===== src/rtl/vertex_ram_pkg.sv =====
// ---------------------------------------------------------------------------
// vertex_ram_pkg
// Shared types and constants for the vertex RAM and its arbiter.
//   VTX_ADDR_W / VTX_DATA_W / VTX_DEPTH : geometry of the 64x10 vertex RAM
//   vtx_rd_id_t : identity of a read requester (raster or transform stage)
//   vtx_tag_t   : one stage of the read-return tag pipeline {valid, id}
// ---------------------------------------------------------------------------
package vertex_ram_pkg;

  localparam int VTX_ADDR_W = 6;
  localparam int VTX_DATA_W = 10;
  localparam int VTX_DEPTH  = 64;

  typedef enum logic {
    RD_RASTER = 1'b0,
    RD_XFORM  = 1'b1
  } vtx_rd_id_t;

  typedef struct packed {
    logic       valid;
    vtx_rd_id_t id;
  } vtx_tag_t;

  // The requester that was not the given one; round-robin hands priority here.
  function automatic vtx_rd_id_t vtx_other_rd(input vtx_rd_id_t id);
    return (id == RD_RASTER) ? RD_XFORM : RD_RASTER;
  endfunction

endpackage


===== src/rtl/vertex_rr_arb2.sv =====
// ---------------------------------------------------------------------------
// vertex_rr_arb2
// Two-input round-robin arbiter for the vertex RAM read port.
//   clock, resetn : rising-edge clock, asynchronous active-low reset
//   req[1:0]      : read requests, bit 0 = raster, bit 1 = transform
//   block         : suppresses the grant this cycle (lock, hazard or reset)
//   winner        : requester that would be served; valid even when blocked
//   gnt[1:0]      : one-hot grant, zero when blocked or idle
// A blocked cycle leaves the priority register untouched, so a hazarded
// read keeps its turn on the retry.
// ---------------------------------------------------------------------------
module vertex_rr_arb2
  import vertex_ram_pkg::*;
(
  input  logic       clock,
  input  logic       resetn,
  input  logic [1:0] req,
  input  logic       block,
  output vtx_rd_id_t winner,
  output logic [1:0] gnt
);

  vtx_rd_id_t last_rd_r;

  // Pick the candidate: contention goes to whoever was not served last.
  always_comb begin
    winner = RD_RASTER;
    case (req)
      2'b11:   winner = vtx_other_rd(last_rd_r);
      2'b10:   winner = RD_XFORM;
      2'b01:   winner = RD_RASTER;
      default: winner = RD_RASTER;
    endcase
  end

  // Turn the candidate into a one-hot grant unless the cycle is blocked.
  always_comb begin
    gnt = 2'b00;
    if ((|req) && !block) begin
      if (winner == RD_XFORM) begin
        gnt = 2'b10;
      end else begin
        gnt = 2'b01;
      end
    end else begin
      gnt = 2'b00;
    end
  end

  // Remember who was last served; reset favours raster for the first contest.
  always_ff @(posedge clock or negedge resetn) begin
    if (!resetn) begin
      last_rd_r <= RD_XFORM;
    end else if (|gnt) begin
      last_rd_r <= winner;
    end
  end

endmodule


===== src/rtl/vertex_ram_arbiter.sv =====
// ---------------------------------------------------------------------------
// vertex_ram_arbiter
// Shares the single-clock 64x10 vertex RAM between the vertex loader (write)
// and two readers: rd0 = line rasterizer, rd1 = transform/projection stage.
//   clock, resetn            : rising-edge clock, async active-low reset
//   wr_req/addr/data, wr_gnt : write port, never stalled
//   wr_lock                  : holds off all read grants (bulk preload)
//   rdN_req/addr, rdN_gnt    : read request handshake, gnt combinational
//   rdN_valid, rdN_data      : one-cycle return pulse, data held until next
//   ram_*                    : drives every port of vertex_ram
// A read granted in cycle t returns valid in cycle t+RD_LATENCY+1. The
// requester id travels alongside the RAM access in a tag shift register so
// the returning word lands on the right port. RD_LATENCY legal range 1..4.
// ---------------------------------------------------------------------------
module vertex_ram_arbiter
  import vertex_ram_pkg::*;
#(
  parameter int ADDR_W     = VTX_ADDR_W,
  parameter int DATA_W     = VTX_DATA_W,
  parameter int RD_LATENCY = 1
) (
  input  logic              clock,
  input  logic              resetn,
  input  logic              wr_req,
  input  logic [ADDR_W-1:0] wr_addr,
  input  logic [DATA_W-1:0] wr_data,
  input  logic              wr_lock,
  output logic              wr_gnt,
  input  logic              rd0_req,
  input  logic [ADDR_W-1:0] rd0_addr,
  input  logic              rd1_req,
  input  logic [ADDR_W-1:0] rd1_addr,
  output logic              rd0_gnt,
  output logic              rd1_gnt,
  output logic              rd0_valid,
  output logic              rd1_valid,
  output logic [DATA_W-1:0] rd0_data,
  output logic [DATA_W-1:0] rd1_data,
  output logic [ADDR_W-1:0] ram_wraddress,
  output logic [DATA_W-1:0] ram_data,
  output logic              ram_wren,
  output logic [ADDR_W-1:0] ram_rdaddress,
  input  logic [DATA_W-1:0] ram_q
);

  logic [1:0]        req_s;
  vtx_rd_id_t        winner_s;
  logic [1:0]        gnt_s;
  logic [ADDR_W-1:0] win_addr_s;
  logic              block_s;
  vtx_tag_t          tag_r [RD_LATENCY];
  vtx_tag_t          tail_tag_s;

  assign req_s = {rd1_req, rd0_req};

  // Address of the would-be winner, needed for the read-during-write check.
  always_comb begin
    win_addr_s = rd0_addr;
    if (winner_s == RD_XFORM) begin
      win_addr_s = rd1_addr;
    end else begin
      win_addr_s = rd0_addr;
    end
  end

  // Reads are held off in reset, during a lock, and when they would hit the
  // address being written this same cycle (RAM read-during-write is undefined).
  always_comb begin
    block_s = (~resetn) | wr_lock | (wr_req & (win_addr_s == wr_addr));
  end

  vertex_rr_arb2 u_arb (
    .clock  (clock),
    .resetn (resetn),
    .req    (req_s),
    .block  (block_s),
    .winner (winner_s),
    .gnt    (gnt_s)
  );

  // Write path is a straight pass-through; only reset can suppress it.
  always_comb begin
    wr_gnt        = wr_req & resetn;
    ram_wren      = wr_req & resetn;
    ram_wraddress = wr_addr;
    ram_data      = wr_data;
  end

  // Read grants and RAM read address; idle cycles park on rd0's address.
  always_comb begin
    rd0_gnt = gnt_s[0];
    rd1_gnt = gnt_s[1];
    if (|gnt_s) begin
      ram_rdaddress = win_addr_s;
    end else begin
      ram_rdaddress = rd0_addr;
    end
  end

  // Tag pipeline: one stage per cycle of RAM read latency.
  for (genvar g = 0; g < RD_LATENCY; g++) begin : g_tag
    if (g == 0) begin : g_head
      // Stage 0 records whether a read was granted this cycle and to whom.
      always_ff @(posedge clock or negedge resetn) begin
        if (!resetn) begin
          tag_r[g] <= '{valid: 1'b0, id: RD_RASTER};
        end else begin
          tag_r[g] <= '{valid: (|gnt_s), id: winner_s};
        end
      end
    end else begin : g_body
      // Later stages simply delay the tag by one more cycle.
      always_ff @(posedge clock or negedge resetn) begin
        if (!resetn) begin
          tag_r[g] <= '{valid: 1'b0, id: RD_RASTER};
        end else begin
          tag_r[g] <= tag_r[g-1];
        end
      end
    end
  end

  assign tail_tag_s = tag_r[RD_LATENCY-1];

  // Capture ram_q into the port named by the tail tag and pulse its valid.
  always_ff @(posedge clock or negedge resetn) begin
    if (!resetn) begin
      rd0_valid <= 1'b0;
      rd1_valid <= 1'b0;
      rd0_data  <= {DATA_W{1'b0}};
      rd1_data  <= {DATA_W{1'b0}};
    end else begin
      rd0_valid <= tail_tag_s.valid & (tail_tag_s.id == RD_RASTER);
      rd1_valid <= tail_tag_s.valid & (tail_tag_s.id == RD_XFORM);
      if (tail_tag_s.valid && (tail_tag_s.id == RD_RASTER)) begin
        rd0_data <= ram_q;
      end
      if (tail_tag_s.valid && (tail_tag_s.id == RD_XFORM)) begin
        rd1_data <= ram_q;
      end
    end
  end

endmodule


===== config.mk =====
export PLATFORM = sky130hd
export DESIGN_NAME = vertex_ram_arbiter
export DESIGN_NICKNAME = d
export VERILOG_FILES = /design/src/rtl/vertex_ram_pkg.sv /design/src/rtl/vertex_rr_arb2.sv /design/src/rtl/vertex_ram_arbiter.sv
export SDC_FILE = /design/constraint.sdc
export NUM_CORES = 1
export LEC_CHECK = 0
export CORE_ASPECT_RATIO = 1.2
export CORE_UTILIZATION = 35
export DETAILED_ROUTE_END_ITERATION = 10
export PLACE_DENSITY = 0.81
export SYNTH_ARGS = -nofsm -noshare
export SYNTH_HDL_FRONTEND = slang
export SYNTH_HIERARCHICAL = 1
export SYNTH_SLANG_ARGS = --single-unit

===== constraint.sdc =====
create_clock -name clock -period 2.9 [get_ports clock]
set_clock_uncertainty 0.05 [all_clocks]
set_input_delay 0.29 -clock clock [delete_from_list [all_inputs] [get_ports clock]]
set_output_delay 0.29 -clock clock [all_outputs]
set_load 0.02 [all_outputs]

==> results of run 1 <==
==> cell usage after synthesis <==
master,instances
mux2_2,26
o21ai_1,1
nor2b_1,3
xor2_1,6
buf_6,1
and2b_1,1
buf_2,2
dfrtp_1,24
nand2_1,2
mux2i_1,6
buf_4,17
nor3b_2,1
o22a_1,1
and2_1,1
dfstp_2,1
nand2_2,1
a21boi_2,1
nand4_1,1
nand2b_1,1
or2_2,1
nand3_1,1
inv_1,2
==> layer usage <==
metal / up-vias / wire, um
met4: 0 / 13
met3: 2 / 282
li1: 453 / -
met5: - / 0
met2: 73 / 1489
met1: 455 / 1036
==> per-stage QoR <==
step	hold slack, ns	instances
floorplan	-0.05559	101
global placement	0.4357	197
detailed placement	0.4451	197
CTS	0.3848	202
global route	0.4088	202
finish	0.3708	202
==> final cells by class <==
type / count / area [um2] / share of cell area
Timing Repair Buffer: 80 / 789.5 / 0.3810
Sequential cell: 25 / 626.9 / 0.3025
Multi-Input combinational cell: 54 / 555.5 / 0.2681
Tap cell: 37 / 46.29 / 0.02234
Clock buffer: 3 / 41.29 / 0.01993
Inverter: 2 / 7.507 / 0.003623
Clock inverter: 1 / 5.005 / 0.002415
==> flip-flops by register name, indices dropped and copies added, names as in the netlist <==
name,cells
rd0_data,10
rd0_valid,1
rd1_data,10
rd1_valid,1
tag_r,2
u_arb/last_rd_r,1
==> worst max path at each step <==
stage | slack [ns] | endpoint | from
floorplan | 0.04 | ram_rdaddress[0] | u_arb/last_rd_r
global placement | -0.72 | ram_rdaddress[2] | rd1_req
detailed placement | -0.83 | ram_rdaddress[2] | rd1_req
CTS | -0.12 | ram_rdaddress[2] | u_arb/last_rd_r
global route | -0.25 | ram_rdaddress[2] | u_arb/last_rd_r
finish | -0.10 | ram_rdaddress[2] | u_arb/last_rd_r
==> logic make-up after synthesis <==
| logic type | Yosys count |
|---|---|
| buffers and inverters | 22 |
| muxes | 32 |
| AOI/OAI and AO/OA | 3 |
| xor gates and xnor gates | 6 |
| and+or+nand+nor | 13 |
| DFF | 25 |
==> power by group through the flow <==
stage / clock, W / combinational (W) / sequential [W]
after global routing: 0.000217 / 0.000643 / 0.000516
after CTS: 0.000205 / 0.000613 / 0.000503
after global placement: 0 / 0.000587 / 0.000505
after floorplan: 0 / 0.000186 / 0.000633
after detailed placement: 0 / 0.000599 / 0.000511
final: 0.000194 / 0.000607 / 0.000502
==> what timing repair did <==
item	4_1_cts	5_1_grt
setup endpoints to repair	7	8
setup buffers	1	0
pin swaps	6	1
resized for setup	48	2
==> reports/results.txt, run 1 <==
CTS max path bufs = 2
Vias/cell = 4.866
Busiest layer in global routing = met2
CTS Hold Buffers Added = 0
Final setup TNS = -0.5480 ns
Fmax = 333.2 MHz
Clk_lat worst skew = 0.26 ns
# DRC = 7
Yosys Warn Count = 6
Largest net degree at the start of global routing = 27
XOR/XNOR Fraction of Synth Area = 0.04054
CTS tree = yes
Vias in the first global route = 1,020
#FFs+latches synth = 25
Combinational group share of total power = 0.466
Post-layout nets = 210
Post-synth top area share = 0.4633
Chip width = 57.56 um
All-Layer GR Usage = 0.1483
Clk pwr share = 0.149
Largest family of logic cells by synthesized area = multiplexers
CP dominant cell by count = buf_6
Fill cell count = 278
Dominant cells by area after synthesis = dfrtp_1 46%, mux2_2 23%, buf_4 9.8%
Max Cap Violations = 0
Design Power = 0.001303 W
Setup ws final = -0.1014 ns
Cell taking the most area after synthesis = dfrtp_1
Simple-gate share of the synthesized area = 0.06371
GRT met2 Usage = 0.2892
Failing checks = design-rule violations, negative setup slack
Placed wire-length estimate = 2247 um
H-tree depth = 1
Vias = 983
Worst Max-Slew Pin Slew = 0.5298 ns
Internal power = 0.0008904 W
Endpoints failing setup = 6
Chip Height = 68.67 um
Worst vdd ir = 206.4 uV
Placed cell area = 1964 um2
HP Class = in -> async
Sw power = 0.0004129 W
Final Util = 0.6050
Synthesis-to-finish area growth = 59.85%
Initial Util = 0.3785
Core area = 3425 um2
Final Hold Fails = 0
Crit path DAT = 2.66 ns
WP depth = 12
Compound-Gate Fraction of Synth Area = 0.01931
Num CTS Buffers = 3
LEAKAGE = 0.9263 nW
Total Die Area = 3952 um2
N_diodes = 0
Global-route track usage on met1 = 0.1524
DRT antenna net count = 0
CP max stage delay = 0.55 ns
Clk sinks = 25
Syn Inst Count = 101
Worst r2r src = u_arb/last_rd_r
Path type of the worst setup path = reg -> out
Ports = 92
Critical path peak fanout = 7
Final cycle utilization of the critical path = 1.035
Worst setup SP type = register
Routed wire length = 2822 um
Met3 global-route usage = 0.04664
CP delay by family, top = simple AND/OR/NAND/NOR gates
Slew Viols, Final = 0
Place WS = -0.8302 ns
Design area = 2072 um2
Critical-path cell list = a21boi_2, buf_6, mux2i_1, xor2_1, nand4_1, o21ai_2, buf_4, nor3b_2, or2_4, nand2_8, mux2_4, buf_6
DRT iter0 DRCs = 15
# rows = 23
CP endpoint kind = output port
Synthesized area = 1296 um2
Synth Area per Inst = 12.83 um2
Sw Share = 0.3168
Congestion Overflow GR = 0
CP max stage cell = dfstp_2
Worst R2R Setup Slack = 0.88 ns
Register area share after synthesis = 0.4836
Status = finished with violations
First-pass GRT wire length = 4416 um
Layout cells sized above 1 = 0.3091
WL/cell = 13.97 um
Register share of total power = 0.385
Crit path buf inv count = 3
Root Driver = clkbuf_8
Post-synthesis adder-cell area fraction = 0
Gp weighted congestion = 0.7064
Most frequent cells in the layout = 62 x clkdlybuf4s50_1, 24 x dfrtp_1, 20 x mux2_2
Multiplexer area fraction after synthesis = 0.2722
Critical R2R Capture = tag_r[1]
PortBufs = 71
R2r worst-path depth = 9
First-pass iteration count of the detailed router = 7
Most common cell after layout, fill and taps aside = clkdlybuf4s50_1
Synth unique cells = 22
Synth Net Count = 145
Initial antenna violation count = 0
Clk pin slew, worst setup/hold paths = 0.08 ns
Power Density = 629.0 nW/um2
Unrepaired setup endpoints after global routing = true
Final period demand of the worst path = 3.001 ns
Slew headroom = 0.6468
Worst path required time = 2.56 ns
No activity file was read; power rests on OpenSTA's default activity.
==> run 2, diff against run 1 <==
Settings changed: TNS_END_PERCENT set to 100.
==> results of run 2 <==
Same layout as run 1: the final DEF is identical, and so are final timing and power.
==> run 3, diff against run 2 <==
--- a/constraint.sdc
+++ b/constraint.sdc
@@ -3,3 +3,3 @@
 set_input_delay 0.29 -clock clock [delete_from_list [all_inputs] [get_ports clock]]
 set_output_delay 0.29 -clock clock [all_outputs]
-set_load 0.02 [all_outputs]
+set_load 0.05 [all_outputs]
==> run 3 against run 2 <==
The run still ends with design-rule violations, negative setup slack left. Sequential cell count is the same. Global-route usage grew 1.3 points. Sequential share of layout area shrank 1.1 points. Register-to-register slack lost 0.05 ns. Clock power grew 4%. Design area grew 3.8%. Critical path type unchanged.
==> reports/results.txt, run 3 (synthesis results as in run 1) <==
LEAKAGE = 0.9450 nW
Ports = 92
Endpoints failing setup = 6
Vias = 993
N_diodes = 0
CTS Hold Buffers Added = 0
Clk_lat worst skew = 0.26 ns
Layout cells sized above 1 = 0.3473
DRT iter0 DRCs = 25
Clk sinks = 25
Post-layout nets = 212
Initial antenna violation count = 0
Unrepaired setup endpoints after global routing = true
# DRC = 9
CP endpoint kind = output port
Max Cap Violations = 0
Worst vdd ir = 240.5 uV
Num CTS Buffers = 3
Path type of the worst setup path = reg -> out
Failing checks = design-rule violations, negative setup slack
Final setup TNS = -1.038 ns
Gp weighted congestion = 0.6968
WL/cell = 14.64 um
Total Die Area = 3952 um2
Routed wire length = 2986 um
Fmax = 324.2 MHz
H-tree depth = 1
Slew headroom = 0.6141
Fill cell count = 276
Synthesis-to-finish area growth = 65.93%
Final cycle utilization of the critical path = 1.064
Most common cell after layout, fill and taps aside = clkdlybuf4s50_1
CTS tree = yes
CP max stage cell = dfstp_2
First-pass iteration count of the detailed router = 9
FF+latch area = 626.9 um2
Power Density = 740.5 nW/um2
Critical-path cell list = a21boi_4, buf_6, mux2i_1, xor2_1, nand4_1, o21ai_2, and2b_4, or2_4, nand2_8, mux2_4, buf_6
CTS max path bufs = 2
Largest regs = rd0_data (10), rd1_data (10), tag_r (2)
Worst Hold Slack = 0.3735 ns
Vias in the first global route = 1,056
First-pass GRT wire length = 4774 um
Clk pin slew, worst setup/hold paths = 0.09 ns
Setup ws final = -0.1842 ns
HP Class = in -> async
Largest net degree at the start of global routing = 27
Worst setup SP type = register
Chip Height = 68.67 um
CP dominant cell by count = buf_6
All-Layer GR Usage = 0.1611
Post-CTS setup buffers = 0
Area of the multi-input gates = 571.8 um2
Worst Max-Slew Pin Slew = 0.5788 ns
Design Power = 0.001593 W
DRT antenna net count = 0
Core area = 3425 um2
Vias/cell = 4.868
Most frequent cells in the layout = 59 x clkdlybuf4s50_1, 24 x dfrtp_1, 20 x mux2_2
# rows = 23
Status = finished with violations
Crit path DAT = 2.74 ns
Final period demand of the worst path = 3.084 ns
CP max stage delay = 0.57 ns
Root Driver = clkbuf_8
Chip width = 57.56 um
Critical path peak fanout = 6
Worst path required time = 2.56 ns
Initial Util = 0.3785
PortBufs = 71
Slew Viols, Final = 0
Final Hold Fails = 0
Congestion Overflow GR = 0
Final Util = 0.6281
Placed wire-length estimate = 2378 um
[run 3: stage by stage]
stage | cells | worst slack [ns] | area [um2]
2_1_floorplan | 101 | 0.01037 | 1331
3_5_place_dp | 200 | -0.4865 | 2047
6_report | 204 | -0.1842 | 2151
3_3_place_gp | 200 | -0.4044 | 2047
5_1_grt | 204 | -0.2918 | 2151
4_1_cts | 204 | -0.1943 | 2151
[run 3: final timing paths]
path,start,end,slack (ns),depth (start not counted)
min,resetn,tag_r[0],0.37,2
min in group clock,rd1_data[4],rd1_data[4],0.46,1
max reg2reg,u_arb/last_rd_r,tag_r[1],0.83,8
max in group asynchronous,resetn,u_arb/last_rd_r,2.14,2
min reg2reg,rd1_data[4],rd1_data[4],0.46,1
max,u_arb/last_rd_r,ram_rdaddress[2],-0.18,11
[run 3: critical path, delay by kind of cell (launching register included)]
family	cells	cell delay, ns
xor+xnor	1	0.17
mux	2	0.49
flops	1	0.57
buf+inv	2	0.29
simple gates	4	0.71
compound gates	2	0.24
[run 3: area by class of cell]
| type | instances | share of cell area |
|---|---|---|
| sequential | 25 | 0.2914 |
| tap | 37 | 0.02152 |
| timing repair buffer | 82 | 0.3950 |
| clock buffer | 3 | 0.01920 |
| clock inverter | 1 | 0.003490 |
| inverter | 2 | 0.003490 |
| multi-input combinational | 54 | 0.2659 |
[run 3: report_power, final]
group          total, W  switching (W)  internal, W
clock          0.000202       0.000105    0.0000970
sequential     0.000506      0.0000513     0.000454
combinational  0.000885       0.000533     0.000352
[run 3: routing by layer]
metal / up-vias / GRT usage / wire [um]
met5: - / 0 / 0
met2: 70 / 0.3241 / 1536
met3: 4 / 0.05037 / 388
met4: 0 / 0.04268 / 17
li1: 460 / - / -
met1: 459 / 0.1581 / 1044
[run 3: repair_timing]
item                       CTS  global route
resized for setup           15             0
setup endpoints to repair    6             6
pin swaps                    6             4
cloned                       0             0
